### src/rtl/aline_tx_sequencer_if.sv
// Bus between the transmit sequencer, the config store and acquisition control.
// The sequencer side uses the master modport; the surrounding system uses slave.
interface aline_tx_sequencer_if;
   logic        start;
   logic        abort;
   logic        intaking_configs;
   logic        updating_delays;
   logic [7:0]  channel_select;
   logic [4:0]  aline_select;
   logic [31:0] pulse_shape;
   logic [15:0] ch0delay;
   logic [15:0] ch1delay;
   logic [15:0] ch2delay;
   logic [15:0] ch3delay;
   logic [15:0] ch4delay;
   logic [15:0] ch5delay;
   logic [15:0] ch6delay;
   logic [15:0] ch7delay;
   logic        rd_en;
   logic [3:0]  which_aline;
   logic [7:0]  tx_out;
   logic        busy;
   logic        aline_done;
   logic        image_done;

   modport master (
      input  start, abort, intaking_configs, updating_delays,
      input  channel_select, aline_select, pulse_shape,
      input  ch0delay, ch1delay, ch2delay, ch3delay,
      input  ch4delay, ch5delay, ch6delay, ch7delay,
      output rd_en, which_aline, tx_out, busy, aline_done, image_done
   );

   modport slave (
      output start, abort, intaking_configs, updating_delays,
      output channel_select, aline_select, pulse_shape,
      output ch0delay, ch1delay, ch2delay, ch3delay,
      output ch4delay, ch5delay, ch6delay, ch7delay,
      input  rd_en, which_aline, tx_out, busy, aline_done, image_done
   );
endinterface

### src/rtl/aline_tx_sequencer.sv
// Walks the A-lines of an image: fetches per-channel delays over the rd_en /
// updating_delays handshake, fires the pulse shape on each enabled channel, then idles a gap.
module aline_tx_sequencer #(
   parameter int unsigned GAP_CYCLES = 1000,
   parameter int unsigned HS_TIMEOUT = 15
) (
   input logic                  clk,
   input logic                  rst,
   aline_tx_sequencer_if.master bus
);
   localparam int unsigned HS_W  = (HS_TIMEOUT < 2) ? 1 : $clog2(HS_TIMEOUT);
   localparam int unsigned GAP_W = (GAP_CYCLES < 2) ? 1 : $clog2(GAP_CYCLES);

   typedef enum logic [2:0] {
      S_IDLE, S_REQ, S_WAIT_HI, S_WAIT_LO, S_LATCH, S_FIRE, S_GAP, S_DONE
   } state_t;

   state_t             r_state;
   logic [7:0]         r_mask;
   logic [31:0]        r_shape;
   logic [4:0]         r_n;
   logic [3:0]         r_aline;
   logic [15:0]        r_dly [8];
   logic [16:0]        r_end;
   logic [16:0]        r_fire_cnt;
   logic [HS_W-1:0]    r_hs_cnt;
   logic [GAP_W-1:0]   r_gap_cnt;
   logic               r_rd_en;
   logic               r_busy;
   logic               r_aline_done;
   logic               r_image_done;
   logic [7:0]         r_tx;

   logic [15:0]        w_dly_in [8];
   logic [15:0]        w_max;
   logic [16:0]        w_end;
   logic [16:0]        w_off [8];
   logic [7:0]         w_tx_next;
   logic [4:0]         w_n;
   logic               w_last;

   assign w_dly_in[0] = bus.ch0delay;
   assign w_dly_in[1] = bus.ch1delay;
   assign w_dly_in[2] = bus.ch2delay;
   assign w_dly_in[3] = bus.ch3delay;
   assign w_dly_in[4] = bus.ch4delay;
   assign w_dly_in[5] = bus.ch5delay;
   assign w_dly_in[6] = bus.ch6delay;
   assign w_dly_in[7] = bus.ch7delay;

   assign w_n    = (bus.aline_select > 5'd16) ? 5'd16 : bus.aline_select;
   assign w_last = ({1'b0, r_aline} == (r_n - 5'd1));

   // Firing ends once the latest enabled channel has shifted out all 32 bits.
   always_comb begin
      w_max = '0;
      for (int unsigned i = 0; i < 8; i++) begin
         if (r_mask[i] && (w_dly_in[i] > w_max))
            w_max = w_dly_in[i];
      end
      w_end = {1'b0, w_max} + 17'd32;
   end

   always_comb begin
      w_tx_next = '0;
      for (int unsigned i = 0; i < 8; i++) begin
         w_off[i] = r_fire_cnt - {1'b0, r_dly[i]};
         if (r_mask[i] && (r_fire_cnt >= {1'b0, r_dly[i]}) && (w_off[i] < 17'd32))
            w_tx_next[i] = r_shape[5'd31 - w_off[i][4:0]];
      end
   end

   always_ff @(posedge clk or posedge rst) begin
      if (rst) begin
         r_state      <= S_IDLE;
         r_mask       <= '0;
         r_shape      <= '0;
         r_n          <= '0;
         r_aline      <= '0;
         r_end        <= '0;
         r_fire_cnt   <= '0;
         r_hs_cnt     <= '0;
         r_gap_cnt    <= '0;
         r_rd_en      <= 1'b0;
         r_busy       <= 1'b0;
         r_aline_done <= 1'b0;
         r_image_done <= 1'b0;
         r_tx         <= '0;
         for (int unsigned i = 0; i < 8; i++)
            r_dly[i] <= '0;
      end else begin
         r_rd_en      <= 1'b0;
         r_aline_done <= 1'b0;
         r_image_done <= 1'b0;
         if (bus.abort) begin
            r_state <= S_IDLE;
            r_tx    <= '0;
            r_busy  <= 1'b0;
         end else begin
            case (r_state)
               S_IDLE: begin
                  if (bus.start && !bus.intaking_configs) begin
                     r_mask  <= bus.channel_select;
                     r_shape <= bus.pulse_shape;
                     r_n     <= w_n;
                     r_aline <= '0;
                     r_busy  <= 1'b1;
                     if (w_n == 5'd0) begin
                        r_state <= S_DONE;
                     end else begin
                        r_state <= S_REQ;
                        r_rd_en <= 1'b1;
                     end
                  end
               end
               S_REQ: begin
                  r_hs_cnt <= '0;
                  r_state  <= S_WAIT_HI;
               end
               S_WAIT_HI: begin
                  if (bus.updating_delays) begin
                     r_state <= S_WAIT_LO;
                  end else if (r_hs_cnt == HS_W'(HS_TIMEOUT - 1)) begin
                     r_state <= S_REQ;
                     r_rd_en <= 1'b1;
                  end else begin
                     r_hs_cnt <= r_hs_cnt + 1'b1;
                  end
               end
               S_WAIT_LO: begin
                  if (!bus.updating_delays)
                     r_state <= S_LATCH;
               end
               S_LATCH: begin
                  for (int unsigned i = 0; i < 8; i++)
                     r_dly[i] <= w_dly_in[i];
                  r_end      <= w_end;
                  r_fire_cnt <= '0;
                  r_state    <= S_FIRE;
               end
               S_FIRE: begin
                  r_tx       <= w_tx_next;
                  r_fire_cnt <= r_fire_cnt + 17'd1;
                  if (r_fire_cnt == r_end) begin
                     r_aline_done <= 1'b1;
                     r_gap_cnt    <= '0;
                     r_state      <= S_GAP;
                  end
               end
               S_GAP: begin
                  r_tx <= '0;
                  if (r_gap_cnt == GAP_W'(GAP_CYCLES - 1)) begin
                     if (w_last) begin
                        r_state <= S_DONE;
                     end else begin
                        r_aline <= r_aline + 4'd1;
                        r_rd_en <= 1'b1;
                        r_state <= S_REQ;
                     end
                  end else begin
                     r_gap_cnt <= r_gap_cnt + 1'b1;
                  end
               end
               S_DONE: begin
                  r_image_done <= 1'b1;
                  r_busy       <= 1'b0;
                  r_state      <= S_IDLE;
               end
               default: r_state <= S_IDLE;
            endcase
         end
      end
   end

   assign bus.rd_en       = r_rd_en;
   assign bus.which_aline = r_aline;
   assign bus.tx_out      = r_tx;
   assign bus.busy        = r_busy;
   assign bus.aline_done  = r_aline_done;
   assign bus.image_done  = r_image_done;
endmodule

### src/flat_wrapper.sv
// flat-port wrapper written by rule: the top's interface ports become plain ports
module aline_tx_sequencer_flat 
#(
   parameter int unsigned GAP_CYCLES = 1000,
   parameter int unsigned HS_TIMEOUT = 15
)
  (clk, rst, bus_start, bus_abort, bus_intaking_configs, bus_updating_delays, bus_channel_select, bus_aline_select, bus_pulse_shape, bus_ch0delay, bus_ch1delay, bus_ch2delay, bus_ch3delay, bus_ch4delay, bus_ch5delay, bus_ch6delay, bus_ch7delay, bus_rd_en, bus_which_aline, bus_tx_out, bus_busy, bus_aline_done, bus_image_done);
  aline_tx_sequencer_if bus_i ();
  input logic clk;
  input logic rst;
  input wire logic [$bits(bus_i.start)-1:0] bus_start;
  input wire logic [$bits(bus_i.abort)-1:0] bus_abort;
  input wire logic [$bits(bus_i.intaking_configs)-1:0] bus_intaking_configs;
  input wire logic [$bits(bus_i.updating_delays)-1:0] bus_updating_delays;
  input wire logic [$bits(bus_i.channel_select)-1:0] bus_channel_select;
  input wire logic [$bits(bus_i.aline_select)-1:0] bus_aline_select;
  input wire logic [$bits(bus_i.pulse_shape)-1:0] bus_pulse_shape;
  input wire logic [$bits(bus_i.ch0delay)-1:0] bus_ch0delay;
  input wire logic [$bits(bus_i.ch1delay)-1:0] bus_ch1delay;
  input wire logic [$bits(bus_i.ch2delay)-1:0] bus_ch2delay;
  input wire logic [$bits(bus_i.ch3delay)-1:0] bus_ch3delay;
  input wire logic [$bits(bus_i.ch4delay)-1:0] bus_ch4delay;
  input wire logic [$bits(bus_i.ch5delay)-1:0] bus_ch5delay;
  input wire logic [$bits(bus_i.ch6delay)-1:0] bus_ch6delay;
  input wire logic [$bits(bus_i.ch7delay)-1:0] bus_ch7delay;
  output wire logic [$bits(bus_i.rd_en)-1:0] bus_rd_en;
  output wire logic [$bits(bus_i.which_aline)-1:0] bus_which_aline;
  output wire logic [$bits(bus_i.tx_out)-1:0] bus_tx_out;
  output wire logic [$bits(bus_i.busy)-1:0] bus_busy;
  output wire logic [$bits(bus_i.aline_done)-1:0] bus_aline_done;
  output wire logic [$bits(bus_i.image_done)-1:0] bus_image_done;
  assign bus_i.start = bus_start;
  assign bus_i.abort = bus_abort;
  assign bus_i.intaking_configs = bus_intaking_configs;
  assign bus_i.updating_delays = bus_updating_delays;
  assign bus_i.channel_select = bus_channel_select;
  assign bus_i.aline_select = bus_aline_select;
  assign bus_i.pulse_shape = bus_pulse_shape;
  assign bus_i.ch0delay = bus_ch0delay;
  assign bus_i.ch1delay = bus_ch1delay;
  assign bus_i.ch2delay = bus_ch2delay;
  assign bus_i.ch3delay = bus_ch3delay;
  assign bus_i.ch4delay = bus_ch4delay;
  assign bus_i.ch5delay = bus_ch5delay;
  assign bus_i.ch6delay = bus_ch6delay;
  assign bus_i.ch7delay = bus_ch7delay;
  assign bus_rd_en = bus_i.rd_en;
  assign bus_which_aline = bus_i.which_aline;
  assign bus_tx_out = bus_i.tx_out;
  assign bus_busy = bus_i.busy;
  assign bus_aline_done = bus_i.aline_done;
  assign bus_image_done = bus_i.image_done;
  aline_tx_sequencer #(.GAP_CYCLES(GAP_CYCLES), .HS_TIMEOUT(HS_TIMEOUT)) u_core (.clk(clk), .rst(rst), .bus(bus_i));
endmodule
### config.mk
export PLATFORM = sky130hd
export DESIGN_NAME = aline_tx_sequencer_flat
export DESIGN_NICKNAME = d
export VERILOG_FILES = /design/src/rtl/aline_tx_sequencer_if.sv /design/src/rtl/aline_tx_sequencer.sv /design/src/flat_wrapper.sv
export SDC_FILE = /design/constraint.sdc
export NUM_CORES = 1
export LEC_CHECK = 0
export ABC_AREA = 1
export CORE_ASPECT_RATIO = 0.8
export CORE_MARGIN = 2
export CORE_UTILIZATION = 40
export CTS_CLUSTER_DIAMETER = 30
export DETAILED_ROUTE_END_ITERATION = 10
export GPL_ROUTABILITY_DRIVEN = 1
export PLACE_DENSITY_LB_ADDON = 0.3
export RECOVER_POWER = 25
export SLEW_MARGIN = 40
export SYNTH_ARGS = -nofsm -noshare
export SYNTH_HDL_FRONTEND = slang
export SYNTH_SLANG_ARGS = --single-unit
export TNS_END_PERCENT = 20
### constraint.sdc
create_clock -name clk -period 33.9 [get_ports clk]
set_input_delay 6.78 -clock clk [delete_from_list [all_inputs] [get_ports clk]]
set_output_delay 6.78 -clock clk [all_outputs]
set_load 0.05 [all_outputs]
======== Word level (Yosys, flattened, before mapping) ========
Index checks and enable logic that the tools add are counted.
W data, S select, Z words.
storage, ports and cells
  flip-flop bits (word level) ............. 240
  input bits .............................. 179
  word-level logic and storage cells ...... 215
  output and inout bits ................... 16
operators by class
  multiplexer cells ....................... 72
  reductions and logical operators ........ 42
  add/subtract/negate cells ............... 22
  eq/ne operators ......................... 23
  order comparisons ....................... 33
  bitwise gates (word level) .............. 1
operator list
  cell                     count
  $ge A17 B16 Y1           8
  $lt A17 B6 Y1 const B    8
  $sub A17 B16 Y17         8
  $mux W16                 8
  $gt A16 B16 Y1           7
  $lt A5 B6 Y1 const B     8
  $bmux W1 S5              8
  $sub A5 B5 Y5 const A    8
  $pmux W17 S2             1
  $mux W1                  30
  $mux W3                  9
  $logic_and A1 B1 Y1      25
  $pmux W3 S8              1
  $mux W10                 2
  $mux W4                  5
  $pmux W10 S2             1
  $add A16 B6 Y17 const B  1
  $add A17 B1 Y17 const B  1
  $eq A17 B17 Y1           1
  $gt A16 B1 Y1 const B    1
  $pmux W4 S2              2
  $pmux W8 S2              1
  $eq A3 B3 Y1 const B     4
  $add A10 B1 Y10 const B  1
  27 further kinds         44

======== Depth between registers and ports, before layout ========
Gate-level depths: netlist of the first run.
  depth after elaboration ................. 25
  gate-level depth with buffers ........... 115
  depth with buffers taken out ............ 102

======== Worst setup path after synthesis of the first run ========
Ideal clock, no wire load.
  path kind ............................... in2reg
  start ................................... input port bus_ch0delay[0]
  end ..................................... register u_core.r_end[13]
  setup time .............................. 0.117 ns
  buffers on the path ..................... 13
  stages on the path ...................... 87
  required time ........................... 33.783 ns
  arrival ................................. 19.652 ns
  slack ................................... 14.131 ns
  cell sequence ........................... inv_1 > nand3_1 > nor2_1 > nand2_1 > nand2_1 > inv_2 > clkbuf_1 > nand2_1 > ha_1 > nand2_1 > nor2_1 > nand2_1 > o21a_2 > nand2_4 > clkbuf_1 > clkbuf_1 > o21ai_0 > ha_1 > [51 not listed] > inv_1 > nor2_1 > nor2_1 > o21a_1 > o221ai_1 > nand2_1 > o2111ai_1 > nand2_1 > inv_1 > clkbuf_1 > nand2_1 > nand2_1 > ha_1 > nand2_1 > nor2_1 > nand3_1 > nand3_1 > nand2_1
on the way
  word-level cells in the longest chain between the ends .. 25
RTL lines
  what                  RTL line                   text
  start, declared       flat_wrapper.sv:18         input wire logic [$bits(bus_i.ch0delay)-1:0] bus_ch0delay;
  $gt A16 B1 Y1         aline_tx_sequencer.sv:58   if (r_mask[i] && (w_dly_in[i] > w_max))
  $logic_and A1 B1 Y1   aline_tx_sequencer.sv:58
  $mux W16 (*)          aline_tx_sequencer.sv:58
  $gt A16 B16 Y1        aline_tx_sequencer.sv:58
  $logic_and A1 B1 Y1   aline_tx_sequencer.sv:58
  $mux W16 (*)          aline_tx_sequencer.sv:58
  $gt A16 B16 Y1        aline_tx_sequencer.sv:58
  $logic_and A1 B1 Y1   aline_tx_sequencer.sv:58
  [9 not listed]        --
  $mux W16 (*)          aline_tx_sequencer.sv:58
  $gt A16 B16 Y1        aline_tx_sequencer.sv:58
  $logic_and A1 B1 Y1   aline_tx_sequencer.sv:58
  $mux W16 (*)          aline_tx_sequencer.sv:58
  $gt A16 B16 Y1        aline_tx_sequencer.sv:58
  $logic_and A1 B1 Y1   aline_tx_sequencer.sv:58
  $mux W16 (*)          aline_tx_sequencer.sv:58
  $add A16 B6 Y17 (*)   aline_tx_sequencer.sv:61   w_end = {1'b0, w_max} + 17'd32;
  end signal, assigned  aline_tx_sequencer.sv:137  r_end <= w_end;
  end, declared         aline_tx_sequencer.sv:24   logic [16:0] r_end;
Mark *: on every way between the ends. The rest lies on a longest branch, timed or not.
A chain may end at the register's enable or synchronous reset.

======== Final worst setup path of the first run ========
  start ................................... input port bus_ch0delay[15]
  end ..................................... register u_core.r_end[13]
The elaborated chain is that of the path after synthesis.

==> results.md, run 1 <==
* Status: finished with violations
* Failing checks: max-capacitance violations, max-slew violations
* Worst-Margin Slew at 5.34 ns
* First-pass DRT Iterations at 5
* GPL Wtd Cong at 0.996
* Reg2Reg Setup Slack at 19.96 ns
* First-pass GRT wire length at 112 mm
* Hold Crit Depth at 1
* Vias in the first global route at 20,400
* IO Count at 195
* Period utilisation layout at 60.1%
* CP max-delay cell: a2111oi_1
* Clk sinks at 240
* Post-synth cell types at 58
* Syn Inst Count at 3,093
* Area Overhead vs Synth at 22.0%
* CTS tree: built
* Cts hold-fix bufs at 0
* Fin nets at 3,683
* Root Buffer: clkbuf_16
* Clk Latency, worst-skew pair at 0.62 ns
* Area contributors post-synth: dfrtp_1 28%, ha_1 14%, nand2_1 12%
* Core Rows at 76
* Syn Area/Cell at 6.99 µm²
* Max clock buf depth at 3
* Post-synthesis mux area share at 0.0463%
* Critical path's most frequent cell: nand2_1
* Crit Path Max Fanout at 32
* Share of the synthesized area in the top cell type at 27.8%
* HP Class: register to register
* FILL cells at 5,379
* Port bufs at 194
* Max_slew headroom at -258%
* Synth area leader: dfrtp_1
* Post-CTS setup buffer count at 0
* Die width at 264 µm
* Skew final at 0.0274 ns
* Starting density of the core at 40.3%
* Mapped Nets at 3,518
* Final setup TNS at 0 ns
* Hold_sp: u_core.bus.tx_out[2]$_DFFE_PP0P_
* Largest family of logic cells by synthesized area: compound AO/OA/AOI/OAI gates
* End of the worst hold path: u_core.bus.tx_out[2]$_DFFE_PP0P_
* H-tree Lvls at 2
* Post-synthesis simple-gate area fraction at 21.5%
* ANT nets after route at 0
* Max-cap violations at 1
* HPWL Detailed at 55.0 mm
* Final setup fails at 0
* Largest net degree at the start of global routing at 189
* Pre-CTS setup slack at 12.97 ns
* Worst flop-to-flop path endpoint: u_core.r_end[13]$_DFFE_PP0P_
* Initial antenna violation count at 4
* Reg clk slew, reported paths at 0.05 ns
* Number of synthesized flops with an enable pin at 0
* # resized after CTS at 0
* DR DRC count at 0
* Family with the most delay on the worst path: simple AND/OR/NAND/NOR gates
* Post-Synth XOR/XNOR Area at 4.33%
* Die area at 55,900 µm²
* CTS Buf Count at 61
* Vias per cell at 5.43
* Worst path max stage delay at 0.63 ns
* Synth Area in Compound Gates at 23.6%
* Critical Path AT at 20.89 ns
* WS Path Type: input pin to register
* Yosys reg bits at 240
* Post-DR wirelength/cell at 18.0 µm
* Register area share after synthesis at 27.8%
* WL final at 72.2 mm
* Layout cells sized above 1 at 5.41%
* Yosys warns at 0
* WP buf/inv at 3
* Reg2reg start: u_core.r_mask[0]$_DFFE_PP0P_
* Reg2reg path depth at 66
* Overflow after GRT at 0
* CP Capture Type: register
* Worst setup SP type: input pin
* Core box area at 53,600 µm²
* Asr flop ratio synth at 100%
* Via count at 21,800
* Tot GR Track Use at 25.6%
* RSZ-0062 raised after global routing: no
* Primary FF master, synth: dfrtp_1
* Die Ht at 212 µm
* Post-Synth Adder-Cell Area at 14.5%
* Critical Path RT at 34.41 ns
* Setup ws final at 13.52 ns
* Final hold viol count at 0
* Period minus WS final at 20.38 ns
* Iter 0 DRT Violations at 1,928
* Synthesized area at 21,600 µm²
* Fmax at 49.1 MHz
* Max Slew Vio Count at 115
==> worst max-delay path by stage <==
stage | depth (start not counted) | slack, ns | end | start
3_5_place_dp | 71 | 12.97 | u_core.r_end[13]$_DFFE_PP0P_ | bus_ch0delay[15]
6_report | 71 | 13.52 | u_core.r_end[13]$_DFFE_PP0P_ | bus_ch0delay[15]
4_1_cts | 71 | 13.61 | u_core.r_end[13]$_DFFE_PP0P_ | bus_ch0delay[15]
3_3_place_gp | 74 | 13.33 | u_core.r_end[13]$_DFFE_PP0P_ | bus_ch0delay[15]
5_1_grt | 78 | 11.97 | u_core.r_end[13]$_DFFE_PP0P_ | bus_ch0delay[15]
2_1_floorplan | 87 | 14.13 | u_core.r_end[13]$_DFFE_PP0P_ | bus_ch0delay[0]
==> metal layers <==
layer  track usage, %  share of wire (%)  wire length [µm]  up-vias
li1                 -                  -                 -    10900
met1             36.8                 48             34400    10000
met2             39.5                 43             30800      725
met3             4.07                7.0              5080      134
met4             7.66                2.6              1900        4
met5                0              0.032                23        -
==> cells by family after synthesis <==
family | count (synthesis)
multiplexers | 1
adder cells (fa/ha/maj) | 246
flip-flops | 240
buffers and inverters | 469
AND/OR/NAND/NOR | 1101
AO/OA/AOI/OAI | 929
XOR/XNOR | 107
==> registers in the layout, summed over array words and instances (netlist names) <==
signal	count
u_core.r_dly	128
u_core.r_shape	32
u_core.r_end	17
u_core.r_fire_cnt	17
u_core.r_gap_cnt	10
u_core.bus.tx_out	8
u_core.r_mask	8
u_core.r_n	5
u_core.bus.which_aline	4
u_core.r_hs_cnt	4
u_core.r_state	3
u_core.bus.aline_done	1
u_core.bus.busy	1
u_core.bus.image_done	1
u_core.bus.rd_en	1
==> cells in the mapped netlist (9+ instances only) <==
| cell | instances |
|---|---|
| a31oi_1 | 20 |
| nand3_1 | 144 |
| o21bai_1 | 26 |
| dfrtp_1 | 240 |
| nand2_1 | 685 |
| nand4_1 | 29 |
| ha_1 | 238 |
| inv_1 | 348 |
| o2111ai_1 | 10 |
| nor3_1 | 42 |
| o31ai_1 | 9 |
| a21oi_1 | 327 |
| nor4_1 | 9 |
| a211oi_1 | 15 |
| o21ai_0 | 430 |
| clkbuf_1 | 98 |
| o211ai_1 | 16 |
| nor2_1 | 137 |
| nand2_2 | 17 |
| xor2_1 | 74 |
| nand3b_1 | 14 |
| xnor2_1 | 33 |
| o21ai_1 | 14 |
==> final cells by class <==
cell class	count	area (µm²)	share of cell area [%]
Antenna cell	2	5.00	0.0190
Inverter	359	1350	5.11
Sequential cell	240	6010	22.8
Timing Repair Buffer	212	2090	7.93
Clock inverter	40	505	1.92
Tap cell	702	878	3.33
Clock buffer	75	1670	6.33
Multi-Input combinational cell	2384	13900	52.6
==> worst register-to-register path, delay by kind of cell (launching register included) <==
kind | cells | cell delay [ns]
buf+inv | 2 | 0.55
compound gates | 21 | 4.81
flops | 1 | 0.43
fa+ha+maj | 8 | 2.57
simple gates | 35 | 5.51
==> cell usage in the layout, fill, tap and decap left out, types with 14 or more instances in the layout <==
master           Yosys  routed
nand2_1            685     685
o21ai_0            430     431
inv_1              348     347
a21oi_1            327     327
dfrtp_1            240     240
ha_1               238     237
clkdlybuf4s50_1      0     191
nand3_1            144     144
nor2_1             137     136
xor2_1              74      74
clkbuf_16            0      61
nor3_1              42      39
xnor2_1             33      33
nand4_1             29      29
o21bai_1            26      26
a31oi_1             20      20
nand2_2             17      17
o211ai_1            16      16
a211oi_1            15      15
nand3b_1            14      14
buf_4                0      14
==> per-stage QoR <==
stage	util (%)	hold slack (ns)	instance area (µm²)	cells
3_3_place_gp	45.1	0.469	24200	3897
2_1_floorplan	-	0.457	21600	3093
6_report	49.2	0.479	26400	4014
3_5_place_dp	45.1	0.473	24200	3897
4_1_cts	49.2	0.484	26400	4012
5_1_grt	49.2	0.510	26400	4012
Power of run 1 is left out: the tool's default activity adds up to more than one toggle a clock period on the data nets, which glitch-free logic cannot reach.
==> run 2, diff against run 1 <==
- clock period: 33.9 -> 20.3 ns (I/O delays scaled with it)
==> results.md, run 2 (synthesis gave the netlist of run 1 again) <==
* Status: finished with violations (unchanged)
* Failing checks: max-capacitance violations, max-slew violations (unchanged)
* Max-cap violations at 2 (was 1)
* Layout cells sized above 1 at 5.51% (was 5.41%)
* Final setup TNS at 0 ns (unchanged)
* FILL cells at 5,328 (was 5,379)
* Max reg flops at 128 (unchanged)
* Fin nets at 3,693 (was 3,683)
* Die Ht at 212 µm (unchanged)
* Fmax at 56.3 MHz
* Family with the most delay on the worst path: simple AND/OR/NAND/NOR gates (unchanged)
* Cts hold-fix bufs at 0 (unchanged)
* Max_slew headroom at -234% (was -258%)
* GR Util met2 at 40.0% (was 39.5%)
* Sequential cell area at 6010 µm² (unchanged)
* Reg with most FFs: u_core.r_dly (unchanged)
* Area Overhead vs Synth at 23.1% (was 22.0%)
* DR DRC count at 0 (unchanged)
* WP buf/inv at 4 (was 3)
* # resized after CTS at 0 (unchanged)
* Die width at 264 µm (unchanged)
* Core box area at 53,600 µm² (unchanged)
* Via count at 21,700 (was 21,800)
* GPL Wtd Cong at 0.997 (was 0.996)
* Setup ws final at 2.54 ns (was 13.52 ns)
* Period utilisation layout at 87.5%
* Clk Latency, worst-skew pair at 0.59 ns (was 0.62 ns)
* CTS tree: built (unchanged)
* Max Slew Vio Count at 169 (was 115)
* H-tree Lvls at 3 (was 2)
* Period minus WS final at 17.76 ns
* Most frequent cells in the layout: 685 x nand2_1, 431 x o21ai_0, 347 x inv_1 (unchanged)
* WL final at 72.8 mm (was 72.2 mm)
* GRT Max-Usage Layer: met2 (unchanged)
* CP max-delay cell: a2111oi_0 (was a2111oi_1)
* Iter 0 DRT Violations at 1,812 (was 1,928)
* Root Buffer: clkbuf_16 (unchanged)
* HP Class: register to register (unchanged)
* Critical Path RT at 20.77 ns (was 34.41 ns)
* Met1 Use GR at 35.8% (was 36.8%)
* Worst path max stage delay at 0.71 ns (was 0.63 ns)
* Largest regs: u_core.r_dly: 128 flops, u_core.r_shape: 32 flops (unchanged)
* HPWL Detailed at 55.4 mm (was 55.0 mm)
* Clk sinks at 240 (unchanged)
* IO Count at 195 (unchanged)
* Critical path's most frequent cell: nand2_1 (unchanged)
* Post-CTS setup buffer count at 0 (unchanged)
* Commonest non-fill, non-tap cell in the layout: nand2_1 (unchanged)
* Critical Path AT at 18.23 ns (was 20.89 ns)
* Tot GR Track Use at 26.1% (was 25.6%)
* First-pass DRT Iterations at 5 (unchanged)
* RSZ-0062 raised after global routing: no (unchanged)
* Die area at 55,900 µm² (unchanged)
* Worst setup SP type: input pin (unchanged)
* CTS Buf Count at 70 (was 61)
* Post-DR wirelength/cell at 18.1 µm (was 18.0 µm)
* Crit Path Max Fanout at 32 (unchanged)
* Vias per cell at 5.40 (was 5.43)
* CP Capture Type: register (unchanged)
* Starting density of the core at 40.3% (unchanged)
* Worst-Margin Slew at 4.98 ns (was 5.34 ns)
* Port bufs at 194 (unchanged)
* Largest net degree at the start of global routing at 110 (was 189)
* Skew final at 0.0204 ns (was 0.0274 ns)
* Pre-CTS setup slack at 2.06 ns (was 12.97 ns)
* Met3 Use GR at 5.70% (was 4.07%)
* Vias in the first global route at 20,800 (was 20,400)
* Max clock buf depth at 3 (unchanged)
* Final hold viol count at 0 (unchanged)
* Reg clk slew, reported paths at 0.04 ns (was 0.05 ns)
* Overflow after GRT at 0 (unchanged)
* First-pass GRT wire length at 114 mm (was 112 mm)
* Final setup fails at 0 (unchanged)
* Core Rows at 76 (unchanged)
* Initial antenna violation count at 4 (unchanged)
* Multi-input logic area at 13,900 µm² (about the same)
* ANT nets after route at 0 (unchanged)
* WS Path Type: input pin to register (unchanged)
## run 2: worst paths after layout
kind	start	endpoint	slack, ns	depth (start not counted)
worst max-delay path	bus_ch0delay[15]	u_core.r_end[13]$_DFFE_PP0P_	2.54	78
worst min-delay path	u_core.bus.tx_out[1]$_DFFE_PP0P_	u_core.bus.tx_out[1]$_DFFE_PP0P_	0.48	2
worst max register to register	u_core.r_mask[0]$_DFFE_PP0P_	u_core.r_end[13]$_DFFE_PP0P_	6.29	73
worst min register to register	u_core.bus.tx_out[1]$_DFFE_PP0P_	u_core.bus.tx_out[1]$_DFFE_PP0P_	0.48	2
max in group asynchronous	rst	u_core.r_dly[91]$_DFFE_PP0P_	10.12	4
min in group asynchronous	rst	u_core.bus.image_done$_DFF_PP0_	5.49	2
## run 2: final cells by class
class                   count  area share (%)
diodes                      1         0.00940
inverters                 359            5.07
well taps                 702            3.30
clock inverters            29            1.42
clock buffers              97            7.65
flip-flops and latches    240            22.6
repair buffers            213            7.85
multi-input cells        2384            52.1
## run 2: worst min-delay path, cell delays in order (launching register included)
cell	delay [ns]
dfrtp_1	0.33
nand2_1	0.05
nand2_1	0.05
## run 2: layer usage
metal  vias up  wire length (µm)  share of wire [%]
met2       745             30800                 42
met1      9878             33500                 46
met4         4              2770                3.8
met5         -                23              0.032
li1      10900                 -                  -
met3       161              5740                7.9
## run 2: per-stage QoR
step | util [%] | std cells | hold slack [ns] | area, µm²
after floorplan | - | 3093 | 0.457 | 21600
after global placement | 45.1 | 3898 | 0.466 | 24200
after detailed placement | 45.1 | 3898 | 0.473 | 24200
after CTS | 49.6 | 4024 | 0.482 | 26600
after global routing | 49.6 | 4024 | 0.507 | 26600
final | 49.6 | 4025 | 0.476 | 26600
Power of run 2 is left out for the same reason.
